<file path="config.mk">
export PLATFORM = sky130hd
export DESIGN_NAME = draw_request_arbiter
export DESIGN_NICKNAME = d
export VERILOG_FILES = /design/src/rtl/draw_request_arbiter.sv
export SDC_FILE = /design/constraint.sdc
export NUM_CORES = 1
export LEC_CHECK = 0
export CAP_MARGIN = 20
export CORE_UTILIZATION = 45
export DETAILED_ROUTE_END_ITERATION = 10
export GPL_TIMING_DRIVEN = 0
export PLACE_DENSITY = 0.72
export SKIP_LAST_GASP = 1
export SYNTH_ARGS = -nofsm -noshare
export SYNTH_HDL_FRONTEND = slang
export SYNTH_SLANG_ARGS = --single-unit
</file>
<file path="constraint.sdc">
create_clock -name clk -period 5.65 [get_ports clk]
set_clock_uncertainty 0.2 [all_clocks]
set_input_delay 0.8475 -clock clk [delete_from_list [all_inputs] [get_ports clk]]
set_output_delay 0.8475 -clock clk [all_outputs]
set_load 0.05 [all_outputs]
</file>
<file path="src/rtl/draw_request_arbiter.sv">
// Serialises clear/tail/head/apple draw requests into one drawer stream; issue is 1 cycle after a slot fills.
// Only one draw is outstanding at a time: the next ovld waits for idone; new requests wait in single-entry slots.
module draw_request_arbiter #(
  parameter int                         H_LOGIC_WIDTH  = 5,
  parameter int                         V_LOGIC_WIDTH  = 5,
  parameter logic [H_LOGIC_WIDTH-1:0]   H_LOGIC_MAX    = 5'd31,
  parameter logic [V_LOGIC_WIDTH-1:0]   V_LOGIC_MAX    = 5'd23,
  parameter int                         COLOR_ID_WIDTH = 8,
  parameter logic [COLOR_ID_WIDTH-1:0]  CLEAR_COLOR    = 8'h00
) (
  input  logic                       clk,
  input  logic                       rst,
  input  logic                       clr,
  input  logic                       head_vld,
  input  logic [H_LOGIC_WIDTH-1:0]   head_x,
  input  logic [V_LOGIC_WIDTH-1:0]   head_y,
  input  logic [COLOR_ID_WIDTH-1:0]  head_color,
  input  logic                       tail_vld,
  input  logic [H_LOGIC_WIDTH-1:0]   tail_x,
  input  logic [V_LOGIC_WIDTH-1:0]   tail_y,
  input  logic [COLOR_ID_WIDTH-1:0]  tail_color,
  input  logic                       apple_vld,
  input  logic [H_LOGIC_WIDTH-1:0]   apple_x,
  input  logic [V_LOGIC_WIDTH-1:0]   apple_y,
  input  logic [COLOR_ID_WIDTH-1:0]  apple_color,
  output logic [H_LOGIC_WIDTH-1:0]   ox,
  output logic [V_LOGIC_WIDTH-1:0]   oy,
  output logic [COLOR_ID_WIDTH-1:0]  ocolor,
  output logic                       ovld,
  input  logic                       idone,
  output logic                       busy,
  output logic                       clr_done,
  output logic                       overflow
);

  typedef enum logic [1:0] {IDLE, PIX_WAIT, CLR_ISSUE, CLR_WAIT} state_t;

  state_t state, state_nxt;

  logic                       clr_pend, tail_pend, head_pend, apple_pend;
  logic [H_LOGIC_WIDTH-1:0]   tail_x_q, head_x_q, apple_x_q;
  logic [V_LOGIC_WIDTH-1:0]   tail_y_q, head_y_q, apple_y_q;
  logic [COLOR_ID_WIDTH-1:0]  tail_c_q, head_c_q, apple_c_q;
  logic [H_LOGIC_WIDTH-1:0]   sweep_x;
  logic [V_LOGIC_WIDTH-1:0]   sweep_y;

  logic                       take_clr, take_tail, take_head, take_apple;
  logic                       pix_issue, clr_issue, sweep_start, sweep_adv, sweep_end;
  logic                       sweep_last;
  logic [H_LOGIC_WIDTH-1:0]   win_x;
  logic [V_LOGIC_WIDTH-1:0]   win_y;
  logic [COLOR_ID_WIDTH-1:0]  win_c;

  assign sweep_last = (sweep_x == H_LOGIC_MAX) && (sweep_y == V_LOGIC_MAX);
  assign busy       = (state != IDLE) || clr_pend || tail_pend || head_pend || apple_pend;

  always_comb begin
    state_nxt   = state;
    take_clr    = 1'b0;
    take_tail   = 1'b0;
    take_head   = 1'b0;
    take_apple  = 1'b0;
    pix_issue   = 1'b0;
    clr_issue   = 1'b0;
    sweep_start = 1'b0;
    sweep_adv   = 1'b0;
    sweep_end   = 1'b0;
    win_x       = tail_x_q;
    win_y       = tail_y_q;
    win_c       = tail_c_q;
    case (state)
      IDLE: begin
        // clear outranks all pixel work; tail before head so an erase never lands on a fresh head
        if (clr_pend) begin
          take_clr    = 1'b1;
          sweep_start = 1'b1;
          state_nxt   = CLR_ISSUE;
        end else if (tail_pend) begin
          take_tail = 1'b1;
          pix_issue = 1'b1;
          state_nxt = PIX_WAIT;
        end else if (head_pend) begin
          take_head = 1'b1;
          pix_issue = 1'b1;
          win_x     = head_x_q;
          win_y     = head_y_q;
          win_c     = head_c_q;
          state_nxt = PIX_WAIT;
        end else if (apple_pend) begin
          take_apple = 1'b1;
          pix_issue  = 1'b1;
          win_x      = apple_x_q;
          win_y      = apple_y_q;
          win_c      = apple_c_q;
          state_nxt  = PIX_WAIT;
        end
      end
      PIX_WAIT: begin
        if (idone) state_nxt = IDLE;
      end
      CLR_ISSUE: begin
        clr_issue = 1'b1;
        state_nxt = CLR_WAIT;
      end
      CLR_WAIT: begin
        if (idone) begin
          if (sweep_last) begin
            sweep_end = 1'b1;
            state_nxt = IDLE;
          end else begin
            sweep_adv = 1'b1;
            state_nxt = CLR_ISSUE;
          end
        end
      end
      default: state_nxt = IDLE;
    endcase
  end

  always_ff @(posedge clk) begin
    if (rst) begin
      state      <= IDLE;
      ovld       <= 1'b0;
      clr_done   <= 1'b0;
      overflow   <= 1'b0;
      ox         <= '0;
      oy         <= '0;
      ocolor     <= '0;
      sweep_x    <= '0;
      sweep_y    <= '0;
      clr_pend   <= 1'b0;
      tail_pend  <= 1'b0;
      head_pend  <= 1'b0;
      apple_pend <= 1'b0;
      tail_x_q   <= '0;
      tail_y_q   <= '0;
      tail_c_q   <= '0;
      head_x_q   <= '0;
      head_y_q   <= '0;
      head_c_q   <= '0;
      apple_x_q  <= '0;
      apple_y_q  <= '0;
      apple_c_q  <= '0;
    end else begin
      state    <= state_nxt;
      ovld     <= pix_issue || clr_issue;
      clr_done <= sweep_end;

      if (pix_issue) begin
        ox     <= win_x;
        oy     <= win_y;
        ocolor <= win_c;
      end else if (clr_issue) begin
        ox     <= sweep_x;
        oy     <= sweep_y;
        ocolor <= CLEAR_COLOR;
      end

      // row-major sweep; wrap by compare so non power-of-two grids stay in range
      if (sweep_start) begin
        sweep_x <= '0;
        sweep_y <= '0;
      end else if (sweep_adv) begin
        if (sweep_x == H_LOGIC_MAX) begin
          sweep_x <= '0;
          sweep_y <= sweep_y + 1'b1;
        end else begin
          sweep_x <= sweep_x + 1'b1;
        end
      end

      if (clr)           clr_pend <= 1'b1;
      else if (take_clr) clr_pend <= 1'b0;

      if (tail_vld) begin
        tail_pend <= 1'b1;
        tail_x_q  <= tail_x;
        tail_y_q  <= tail_y;
        tail_c_q  <= tail_color;
      end else if (take_tail) begin
        tail_pend <= 1'b0;
      end

      if (head_vld) begin
        head_pend <= 1'b1;
        head_x_q  <= head_x;
        head_y_q  <= head_y;
        head_c_q  <= head_color;
      end else if (take_head) begin
        head_pend <= 1'b0;
      end

      if (apple_vld) begin
        apple_pend <= 1'b1;
        apple_x_q  <= apple_x;
        apple_y_q  <= apple_y;
        apple_c_q  <= apple_color;
      end else if (take_apple) begin
        apple_pend <= 1'b0;
      end

      if ((clr && clr_pend && !take_clr) || (tail_vld && tail_pend && !take_tail) ||
          (head_vld && head_pend && !take_head) || (apple_vld && apple_pend && !take_apple))
        overflow <= 1'b1;
    end
  end

endmodule

</file>
Word level (Yosys, flattened, before mapping):

Cells that the tools add are included.

* add/subtract/negate cells: 2
* eq/ne operators: 8
* mux-type cells: 61
* bitwise logic cells: 2
* reductions and logical operators: 32

Operator list (number)
* $mux 5: 15
* $mux 8: 7
* $mux 1: 31
* $mux 2: 7
* $reduce_bool 2->1: 6
* $add 5x1->5 const B: 2
* $eq 5x5->1 const B: 2
* $logic_and 1x1->1: 9
* $logic_or 1x1->1: 8
* $pmux 2 s4: 1
* $ne 5x5->1 const B: 1
* $eq 2x2->1 const B: 2
* $logic_not 1->1: 4
* $ne 2x2->1 const B: 2
* $reduce_and 3->1: 1
* $reduce_or 3->1: 1
* $eq 2x1->1 const B: 1
* $logic_not 2->1: 1
* $not 1->1: 2
* $reduce_and 2->1: 1
* $reduce_or 2->1: 1

* bits in registers: 91
* bits of input ports: 61
* output and inout port bits: 22
* logic and storage cells: 127

Longest topological paths before layout:

Gate-level depths: netlist of run 1.

* depth in word-level cells: 8
* mapped depth: 8
* mapped depth without buffers: 7

Worst setup path before layout of run 1:

No wires, ideal clock.

* kind: flip-flop to output port
* start point: reg clr_pend
* end point: out busy
* arrival time: 1.429 ns
* required time: 4.603 ns
* setup slack: 3.173 ns
* stages on the path, launching flop included: 4
* cells stage by stage: dfxtp_1 or4_1 buf_2 or3_4

* cells in the longest elaborated chain, start to end: 4

Ends and longest elaborated chain
* start, declared: line 40 `logic clr_pend, tail_pend, head_pend, apple_pend;`
* start signal, assigned: line 131 `clr_pend <= 1'b0;`
* start signal, assigned: line 172 `if (clr) clr_pend <= 1'b1;`
* start signal, assigned: line 173 `else if (take_clr) clr_pend <= 1'b0;`
* $logic_or 1x1->1 (4 in series): line 55 `assign busy = (state != IDLE) || clr_pend || tail_pend || head_pend || apple_pend;`
* end, declared: line 31 `output logic busy,`

Every way passes these cells.

Worst setup path in the final report of run 1:

Same ends and word-level chain as after synthesis.

==> out/metrics.cfg, run 1 <==
[outcome]
status = completed

[sta]
hold_viol_final = 0
holdWs_ns = 0.284
slew_headroom_pct = 49.2
setup_viol = 0
worst_pin_slew_ns = 0.762
rsz0062_at_grt = no
drv_slew = 0
setup_tns_ns = 0
min_period_ns = 3.59
period_share_pct = 63.5
max_freq_ghz = 0.279

[grt]
overflow = 0
grt_pass1_wl_um = 16900
antenna_found_initial = 0
grt_pass1_vias = 3481
grt_max_degree = 16
grt_use_total_pct = 22.5

[cells_and_area]
ff_latch_area_um2 = 1820
finalInstanceArea_um2 = 5160
final_nets = 609
multi_input_area_um2 = 2000
final_util_pct = 59.2
syn_to_final_growth_pct = 27.9
fin_cells = 658
fillerInstances = 763
final_common_cell = dfxtp_1
num_antenna_cells = 0
drive_above_1_share_pct = 6.36
final_cell_mix = dfxtp_1, nor2_1, clkdlybuf4s50_1

[cts]
cts_setup_buffers = 0
clockBufferDepth = 2
cts_num_sinks = 91
cts_hold_buf = 0
cts-htree-levels = 3
cts.repair.resized = 0
cts_buffers = 9
clk_latency_ns = 0.36
root_buffer = clkbuf_8
clk_pin_slew_ns = 0.09
cts_tree = done

[setup_path]
end_kind = primary output
critPathLaunch = clr_pend
critPathMaxStageDelay_ns = 0.71
crit_chain = or4_1, buf_2, or3_4, clkdlybuf4s50_1
cp.required_ns = 4.60
reg2reg_from = state[1]
cp_top_family = buffers and inverters
arrival_ns = 2.54
crit_fanout = 8
path_buf_inv = 2
slowest_stage = clkdlybuf4s50_1
start_kind = flip-flop
critPathKind = reg2out

[drt]
drt_iter0_drc = 176
viasPerCell = 5.42
routed-via-count = 3569
wl_met1_um = 4740
routed_wl_um = 10300
ant_nets = 0
first_pass_iters = 5
wl_met3_um = 539
drc = 0
routedWlPerCell_um = 15.6
wl_met2_um = 4830
dr.max_layer_used = met4

[power_and_ir_drop]
power_leakage_nw = 1.98
seqPwrFrac_pct = 49.4
peakVddDrop_mv = 0.172
pwr-share-clk_pct = 28.3
intPower_uw = 990
power.switching_uw = 447
swShare_pct = 31.1
power_density_nw_per_um2 = 278
p_comb_share_pct = 22.3

[placed_design]
numPortBuffers = 81
place_congestion = 0.837
hpwlAfterDp_um = 7580
post_dp_cell_area_um2 = 4980
dp_cells = 642

[die]
core_area_um2 = 8720
num_rows = 34
die_h_um = 96.7
ios = 83
die_x_um = 96.7
dieArea_um2 = 9360
start_util_pct = 46.3

[flow_run]
cap_violations = 0

[synth]
yosysWarnings = 0
ys_seq_area_share_pct = 45.1
syn_area_um2 = 4040
syn_inst = 453
yosysUniqueCellTypes = 39
synth_fp_nets = 517
syn_avg_cell_area_um2 = 8.91
ys_seq_elements = 91

[worst_hold_path]
min_from = ocolor[5]
hp-class = reg2reg

[cells in the mapped netlist]
cell      count  share of area, %
nor2_1       82               7.6
nand4_1       3              0.46
nand3b_1     18               3.3
o21ai_0       5              0.62
a22oi_1       1              0.19
a311oi_1     10               2.2
o21ai_1       7              0.87
xnor2_1       3              0.65
nand2_1      37               3.4
a41oi_1       1              0.22
a31oi_1      10               1.5
inv_1        19               1.8
clkbuf_1     25               2.3
buf_1         3              0.28
nand2b_4      1              0.34
nor4_1        1              0.16
xor2_1        1              0.22
nand2b_1      3              0.46
or4_1         1              0.19
buf_6         1              0.28
a22o_1        1              0.22
nand3_1       7              0.87
mux2i_1      55                14
and3b_1       1              0.22
ha_1          3              0.93
nor4_4        1              0.53
a21oi_1      22               2.7
dfxtp_1      91                45
buf_2         6              0.74
or3_4         2              0.56
nor3_1        2              0.25
or3_1         1              0.16
a21o_1        2              0.37
or2_0         1              0.16
or2_2         1              0.16
a211oi_1     12               2.2
o32ai_2       8               3.2
nor2b_1       2              0.31
and3_1        3              0.46
[power by group through the flow]
stage / registers (mW) / clock network (mW) / logic [mW]
final: 0.710 / 0.407 / 0.321
after global routing: 0.715 / 0.445 / 0.345
after CTS: 0.710 / 0.414 / 0.321
after detailed placement: 0.725 / 0 / 0.320
after global placement: 0.724 / 0 / 0.315
after floorplan: 0.769 / 0 / 0.154
[tightest hold or removal path, cell delays in order (launching register included)]
cell and delay [ns]:
dfxtp_1 0.33, inv_1 0.06, o32ai_2 0.05
[cell type report]
class	count	area share [%]
multi-input combinational	308	38.7
sequential	91	35.3
timing repair buffer	81	15.7
buffer	35	2.83
clock buffer	11	2.74
tap	108	2.62
inverter	19	1.38
clock inverter	5	0.751
[layer usage]
metal / vias to the layer above / global-route usage, %
met1: 1669 / 28.8
met4: 0 / 6.31
met5: - / 0
met3: 17 / 5.85
li1: 1760 / -
met2: 123 / 37.3
[state kept, by name, summed over array words and instances, names as in the netlist, 8 cells and up]
name,flops
ocolor,8
apple_c_q,8
tail_c_q,8
head_c_q,8
[through the flow]
step                      total power [mW]  setup slack [ns]
after floorplan                      0.923              3.17
after global placement                1.04              2.46
after detailed placement              1.04              2.45
after CTS                             1.44              2.06
after global routing                  1.51              1.99
final                                 1.44              2.06
[path summary, 6_finish.rpt]
check,slack (ns),cells past startpoint,endpoint
setup / recovery,2.06,4,busy
setup reg to reg,3.39,5,oy[0]
hold reg to reg,0.28,2,ocolor[5]
hold / removal,0.28,2,ocolor[5]
[kinds of logic (layout without fill, tap and decap cells)]
kind of cell | after synthesis | count (layout) | synth area share [%]
AND/OR/NAND/NOR | 167 | 167 | 19.7
flip-flops | 91 | 91 | 45.1
AO/OA/AOI/OAI | 79 | 79 | 14.4
multiplexers | 55 | 55 | 13.6
buffers and inverters | 54 | 151 | 5.39
XOR/XNOR | 4 | 4 | 0.868
adder cells (fa/ha/maj) | 3 | 3 | 0.930
(Power assumes the default switching activity.)
==> run 2, diff against run 1 <==
clock period = 3.7 ns   (was 5.65 ns; I/O delays follow)
==> results of run 2 <==
The final DEF is identical to that of run 1. Status: completed.
Main changes from that run: setup slack after placement 2.45 ns -> 0.793 ns; setup slack after layout 2.06 ns -> 0.407 ns; register-to-register setup slack 3.39 ns -> 1.44 ns; total power 1.44 mW -> 2.20 mW; worst IR drop on VDD 0.172 mV -> 0.262 mV
==> run 3, diff against run 2 <==
CAP_MARGIN = 0   (was 20)
==> results of run 3 <==
The final DEF is identical to that of run 1. Status: completed.
Main changes from that run: setup slack after placement 2.45 ns -> 0.793 ns; setup slack after layout 2.06 ns -> 0.407 ns; register-to-register setup slack 3.39 ns -> 1.44 ns; total power 1.44 mW -> 2.20 mW; worst IR drop on VDD 0.172 mV -> 0.262 mV
